**config.mk**
```make
export PLATFORM = sky130hd
export DESIGN_NAME = mem_stage_lsu
export DESIGN_NICKNAME = d
export VERILOG_FILES = /design/src/rtl/mem_stage_lsu.sv
export SDC_FILE = /design/constraint.sdc
export NUM_CORES = 1
export LEC_CHECK = 0
export CORE_MARGIN = 1
export CORE_UTILIZATION = 30
export CTS_BUF_LIST = sky130_fd_sc_hd__clkbuf_4 sky130_fd_sc_hd__clkbuf_8
export CTS_CLUSTER_DIAMETER = 200
export DETAILED_ROUTE_END_ITERATION = 8
export HOLD_SLACK_MARGIN = 0.12
export MAX_ROUTING_LAYER = met4
export SETUP_SLACK_MARGIN = 0.1
export SLEW_MARGIN = 20
export SYNTH_ARGS = -nofsm -noshare
export SYNTH_HDL_FRONTEND = slang
export SYNTH_SLANG_ARGS = --single-unit
```
**constraint.sdc**
```tcl
create_clock -name clk -period 2.7 [get_ports clk]
set_input_delay 0.54 -clock clk [delete_from_list [all_inputs] [get_ports clk]]
set_output_delay 0.54 -clock clk [all_outputs]
set_load 0.01 [all_outputs]
```
**src/rtl/mem_stage_lsu.sv**
```systemverilog
// MEM-stage load/store unit: runs a req/gnt/rvalid access to data memory,
// stalls the pipeline while it is outstanding and formats load data for MEM/WB.
module mem_stage_lsu #(
  parameter int unsigned MAX_WAIT = 16
) (
  input  logic        clk,
  input  logic        rst_n,
  input  logic        load_mem,
  input  logic        store_mem,
  input  logic [2:0]  funct3_mem,
  input  logic [31:0] addr_mem,
  input  logic [31:0] wdata_mem,
  output logic        dm_req,
  output logic        dm_we,
  output logic [31:0] dm_addr,
  output logic [3:0]  dm_be,
  output logic [31:0] dm_wdata,
  input  logic        dm_gnt,
  input  logic        dm_rvalid,
  input  logic [31:0] dm_rdata,
  output logic [31:0] dm_data_mem,
  output logic        lsu_done,
  output logic        stall_mem,
  output logic        misalign_mem,
  output logic        bus_err_mem,
  output logic [1:0]  dbg_state
);

  // Handshake: dm_req rises with stable we/addr/be/wdata and holds until the
  // cycle dm_gnt is sampled high; read data is taken on dm_rvalid only in WAIT.
  typedef enum logic [1:0] {
    S_IDLE = 2'd0,
    S_REQ  = 2'd1,
    S_WAIT = 2'd2,
    S_DONE = 2'd3
  } state_t;

  state_t      state;
  logic [7:0]  wait_cnt;
  logic        op_load;
  logic [2:0]  op_f3;
  logic [1:0]  op_off;

  logic        access;
  logic        f3_ok;
  logic        aligned;
  logic        fault;
  logic        legal;
  logic [3:0]  be_c;
  logic [31:0] wdata_c;
  logic        timeout;

  always_comb begin
    access = load_mem | store_mem;
    f3_ok  = 1'b0;
    if (load_mem) begin
      case (funct3_mem)
        3'b000, 3'b001, 3'b010, 3'b100, 3'b101: f3_ok = 1'b1;
        default:                                f3_ok = 1'b0;
      endcase
    end else begin
      case (funct3_mem)
        3'b000, 3'b001, 3'b010: f3_ok = 1'b1;
        default:                f3_ok = 1'b0;
      endcase
    end

    case (funct3_mem[1:0])
      2'b01:   aligned = ~addr_mem[0];
      2'b10:   aligned = (addr_mem[1:0] == 2'b00);
      default: aligned = 1'b1;
    endcase

    fault = access & ((load_mem & store_mem) | ~f3_ok | ~aligned);
    legal = access & ~fault;

    case (funct3_mem[1:0])
      2'b00: begin
        be_c    = 4'b0001 << addr_mem[1:0];
        wdata_c = {4{wdata_mem[7:0]}};
      end
      2'b01: begin
        be_c    = 4'b0011 << {addr_mem[1], 1'b0};
        wdata_c = {2{wdata_mem[15:0]}};
      end
      default: begin
        be_c    = 4'b1111;
        wdata_c = wdata_mem;
      end
    endcase
  end

  assign timeout   = (wait_cnt == 8'(MAX_WAIT - 1));
  assign stall_mem = ((state == S_IDLE) & legal) | (state == S_REQ) | (state == S_WAIT);
  assign dbg_state = state;

  function automatic logic [31:0] format_load(input logic [31:0] w, input logic [2:0] f3,
                                              input logic [1:0] off);
    logic [7:0]  b;
    logic [15:0] h;
    case (off)
      2'd0:    b = w[7:0];
      2'd1:    b = w[15:8];
      2'd2:    b = w[23:16];
      default: b = w[31:24];
    endcase
    h = off[1] ? w[31:16] : w[15:0];
    case (f3)
      3'b000:  format_load = {{24{b[7]}}, b};
      3'b001:  format_load = {{16{h[15]}}, h};
      3'b100:  format_load = {24'd0, b};
      3'b101:  format_load = {16'd0, h};
      default: format_load = w;
    endcase
  endfunction

  always_ff @(posedge clk or negedge rst_n) begin
    if (!rst_n) begin
      state        <= S_IDLE;
      wait_cnt     <= 8'd0;
      op_load      <= 1'b0;
      op_f3        <= 3'd0;
      op_off       <= 2'd0;
      dm_req       <= 1'b0;
      dm_we        <= 1'b0;
      dm_addr      <= 32'd0;
      dm_be        <= 4'd0;
      dm_wdata     <= 32'd0;
      dm_data_mem  <= 32'd0;
      lsu_done     <= 1'b0;
      misalign_mem <= 1'b0;
      bus_err_mem  <= 1'b0;
    end else begin
      lsu_done     <= 1'b0;
      misalign_mem <= 1'b0;
      bus_err_mem  <= 1'b0;
      case (state)
        S_IDLE: begin
          if (fault) begin
            misalign_mem <= 1'b1;
          end else if (legal) begin
            op_load  <= load_mem;
            op_f3    <= funct3_mem;
            op_off   <= addr_mem[1:0];
            dm_req   <= 1'b1;
            dm_we    <= store_mem;
            dm_addr  <= {addr_mem[31:2], 2'b00};
            dm_be    <= be_c;
            dm_wdata <= wdata_c;
            wait_cnt <= 8'd0;
            state    <= S_REQ;
          end
        end
        S_REQ: begin
          wait_cnt <= wait_cnt + 8'd1;
          if (dm_gnt && !op_load) begin
            dm_req   <= 1'b0;
            dm_we    <= 1'b0;
            dm_be    <= 4'd0;
            lsu_done <= 1'b1;
            state    <= S_DONE;
          end else if (timeout) begin
            // A load granted on the last allowed cycle still cannot complete.
            dm_req      <= 1'b0;
            dm_we       <= 1'b0;
            dm_be       <= 4'd0;
            dm_data_mem <= 32'd0;
            bus_err_mem <= 1'b1;
            lsu_done    <= 1'b1;
            state       <= S_DONE;
          end else if (dm_gnt) begin
            dm_req <= 1'b0;
            dm_we  <= 1'b0;
            dm_be  <= 4'd0;
            state  <= S_WAIT;
          end
        end
        S_WAIT: begin
          wait_cnt <= wait_cnt + 8'd1;
          if (dm_rvalid) begin
            dm_data_mem <= format_load(dm_rdata, op_f3, op_off);
            lsu_done    <= 1'b1;
            state       <= S_DONE;
          end else if (timeout) begin
            dm_data_mem <= 32'd0;
            bus_err_mem <= 1'b1;
            lsu_done    <= 1'b1;
            state       <= S_DONE;
          end
        end
        default: begin
          state <= S_IDLE;
        end
      endcase
    end
  end

endmodule
```
==> reports/qor.csv <==
stage,metric,value,unit
placement,GPL Wtd Cong,0.8395,
cells_and_area,layout cells sized above 1,16.02,%
global_routing,antenna violations before repair,1,
power_and_ir_drop,Seq pwr share,34.7,%
synthesis,Mapped Area,5637,µm²
timing,"Setup violations, final",0,
critical_path,critical path endpoint,stall_mem,
detailed_routing,vias post-DR,4939,
floorplan,chip width,139.1,µm
timing,Fmax achieved,397.3,MHz
power_and_ir_drop,Leak,3.637,nW
synthesis,Main synth FF type,dfrtp_1,
critical_path,CP top delay family,simple AND/OR/NAND/NOR gates,
clock_tree,CTS tree,built,
critical_path,worst r2r dst,dm_data_mem[27]$_DFFE_PN0P_,
placement,DP Area,8115,µm²
timing,RSZ-0062 raised after global routing,false,
clock_tree,Clock Sinks,119,
power_and_ir_drop,Max VDD drop,487.2,µV
timing,setup_tns,0,ns
clock_tree,"Clk Latency, worst-skew pair",0.44,ns
synthesis,Synth Instances,510,
critical_path,worst stage delay on the critical path,0.46,ns
timing,Pins Over Slew Limit,0,
detailed_routing,WL/cell,17.38,µm
timing,worst slew pin tran,0.9935,ns
worst_hold_path,WHS Path Cells,2,
detailed_routing,Initial DRT Pass Iterations,9,
synthesis,largest family of logic cells by synthesized area,compound AO/OA/AOI/OAI gates,
power_and_ir_drop,Tot Pwr,9.103,mW
critical_path,CP Capture Type,output pin,
synthesis,post-synthesis compound-gate area fraction,19.38,%
cells_and_area,Non-Filler Instances,979,
floorplan,IO Count,213,
worst_hold_path,Hold Crit Class,reg2reg,
global_routing,vias in the first global route,5245,
timing,Final period util,93.21,%
placement,port bufs,210,
critical_path,WP depth,6,
critical_path,"Slowest-stage cell, CP",clkdlybuf4s50_1,
clock_tree,CTS root buf,clkbuf_8,
critical_path,worst reg2reg startpoint,dbg_state[0]$_DFFE_PN0P_,
floorplan,FP Rows,49,
timing,final hold violation count,0,
detailed_routing,final antenna-violating net count,0,
power_and_ir_drop,switch share,35.69,%
power_and_ir_drop,combinational power share,47.8,%
timing,clock skew,0.01374,ns
detailed_routing,Routed WL,17.02,mm
synthesis,Post-synth EDFFs,0,
synthesis,share of the yosys chip area belonging to registers,52.83,%
power_and_ir_drop,power density cells,1069,nW/µm²
timing,Tmin final,2.517,ns
synthesis,Synth warnings,0,
cells_and_area,Layout Nets,850,
critical_path,Critical Path AT,1.98,ns
synthesis,Adder-Cell Fraction of Synth Area,1.776,%
synthesis,post-synthesis xor/xnor area fraction,0,%
detailed_routing,DR vias/cell,5.045,
cells_and_area,P&R area growth vs syn,51.08,%
synthesis,"Distinct cells, synth",48,
detailed_routing,DRC viols,9,
timing,hold_ws,0.4909,ns
critical_path,CP required,2.16,ns
clock_tree,clk slew on worst S/H paths,0.07,ns
run_status,status,"complete, but fails checks",
run_status,failing checks,design-rule violations,
critical_path,worst reg2reg setup slack,0.50,ns
synthesis,async set-reset flop share out of synthesis,100.0,%
global_routing,Total GRT Usage,18.85,%
global_routing,pin count of the biggest net entering global routing,63,
placement,Inst Count DP,945,
critical_path,CP Max Fanout,3,
detailed_routing,Initial DRC Count,251,
global_routing,first-pass GRT wire length,27.92,mm
clock_tree,total CTS buffers,17,
clock_tree,htree depth,4,
global_routing,GRT Residual Overflow,0,
power_and_ir_drop,Int Pwr,5.854,mW
floorplan,initial core utilization,30.96,%
critical_path,critical path cell sequence,clkdlybuf4s50_1 -> nor2b_1 -> a2bb2oi_2 -> and4_4 -> or3_4 -> buf_2,
critical_path,R2R cell count,5,
floorplan,Core Region,18210,µm²
synthesis,simple-gate portion of the synthesized area,9.323,%
critical_path,Setup crit start kind,input pin,
floorplan,die height,139.1,µm
cells_and_area,final instance area,8516,µm²
critical_path,WS Path Type,in2out,
floorplan,Die Area,19340,µm²
power_and_ir_drop,Net Sw Power,3.249,mW
power_and_ir_drop,Clk pwr share,17.4,%
timing,Rel. slew slack,33.76,%
synthesis,syn avg cell area,11.05,µm²
run,maxcap violations,0,
clock_tree,clock buffer depth,2,
synthesis,Yosys reg bits,119,
placement,HPWL Detailed,12.56,mm
synthesis,mux contribution to synthesized area,11.90,%
critical_path,CP startpoint,store_mem,
critical_path,Worst Path Buf+Inv,2,
==> tightest hold or removal path, stage by stage (launching register included) <==
cell and delay, ns:
dfrtp_1 0.35, nand2_1 0.05, o21ai_0 0.06
==> Yosys cell counts (9+ instances only) <==
master      n  area, µm²
a221o_1    11      110.1
a21oi_1    19      95.09
o21ai_0    30      150.1
buf_2       9      45.04
dfrtp_1   119       2978
mux2i_1    16      160.2
mux2_2     36      405.4
a21o_1     10      75.07
a31oi_1    14      87.58
clkbuf_1   17      63.81
inv_1      19      71.32
a22oi_1    19      142.6
o21a_1      9      67.56
nand2_1    47      176.4
nor2_1     35      131.4
==> kinds of logic after synthesis <==
family	after synthesis
other	1
DFF	119
muxes	60
and+or+nand+nor	116
AOI/OAI and AO/OA	150
adders and majority gates	8
buffers and inverters	56
==> per-stage QoR <==
step           worst slack, ns  util [%]
3_3_place_gp           -0.4111     44.57
6_report                0.1832     46.77
2_1_floorplan           0.1119         -
3_5_place_dp           -0.4704     44.57
5_1_grt                 0.1187     46.77
4_1_cts                 0.1146     46.73
==> metal layers <==
metal	GRT usage (%)	vias up	share of wire, %
met4	5.673	0	1.6
met5	-	-	0
met3	7.010	18	9.2
li1	-	2307	-
met1	22.43	2398	42
met2	29.64	216	47
==> power groups by stage <==
stage | clock network, mW | logic [mW] | registers (mW)
global route | 1.72 | 4.75 | 3.28
finish | 1.59 | 4.36 | 3.16
global placement | 0 | 4.33 | 3.14
CTS | 1.64 | 4.40 | 3.17
detailed placement | 0 | 4.39 | 3.18
floorplan | 0 | 1.79 | 3.43
==> timing repair <==
item                                    in CTS  in global routing
pin swaps                                    1                  1
resized for setup                            8                  1
buffers inserted                             1                  0
endpoints found under the hold margin       39                  0
hold buffers                                 1                  0
endpoints found under the setup margin       1                  1
cloned                                       0                  0
==> area by class of cell <==
cell class | count | area (µm²)
Sequential cell | 119 | 2978
Fill cell | 1639 | 9693
Tap cell | 229 | 286.5
Clock inverter | 13 | 132.6
Multi-Input combinational cell | 336 | 2427
Inverter | 19 | 71.32
Timing Repair Buffer | 244 | 2376
Clock buffer | 18 | 241.5
Antenna cell | 1 | 2.502
==> worst min-delay path by stage <==
stage                                 from                     endpoint  slack, ns
2_1_floorplan                        rst_n        bus_err_mem$_DFF_PN0_       0.24
6_report        dm_data_mem[1]$_DFFE_PN0P_   dm_data_mem[1]$_DFFE_PN0P_       0.49
5_1_grt            dm_addr[19]$_DFFE_PN0P_      dm_addr[19]$_DFFE_PN0P_       0.51
3_3_place_gp   dm_data_mem[12]$_DFFE_PN0P_  dm_data_mem[12]$_DFFE_PN0P_       0.46
3_5_place_dp   dm_data_mem[11]$_DFFE_PN0P_  dm_data_mem[11]$_DFFE_PN0P_       0.47
4_1_cts        dm_data_mem[11]$_DFFE_PN0P_  dm_data_mem[11]$_DFFE_PN0P_       0.50
==> sequential cells by signal, indices dropped and copies added, names as in the netlist <==
signal / count
lsu_done: 1
wait_cnt: 8
op_load: 1
dm_we: 1
dm_addr: 30
dm_req: 1
dbg_state: 2
op_off: 2
dm_data_mem: 32
op_f3: 3
dm_wdata: 32
dm_be: 4
bus_err_mem: 1
misalign_mem: 1
==> layout by cell type, fill, tap and decap left out, types with 8 or more instances in the layout <==
cell type / count
a22oi_1: 19
mux2i_1: 16
dfrtp_1: 119
a221oi_1: 8
clkdlybuf4s50_1: 206
a31oi_1: 14
a221o_1: 11
a21o_1: 10
o21a_1: 9
a21oi_1: 19
buf_4: 32
o21ai_0: 30
inv_1: 18
mux2_2: 36
clkbuf_8: 17
nor2_1: 34
nand2_1: 47
No activity file was read; power rests on OpenSTA's default activity.
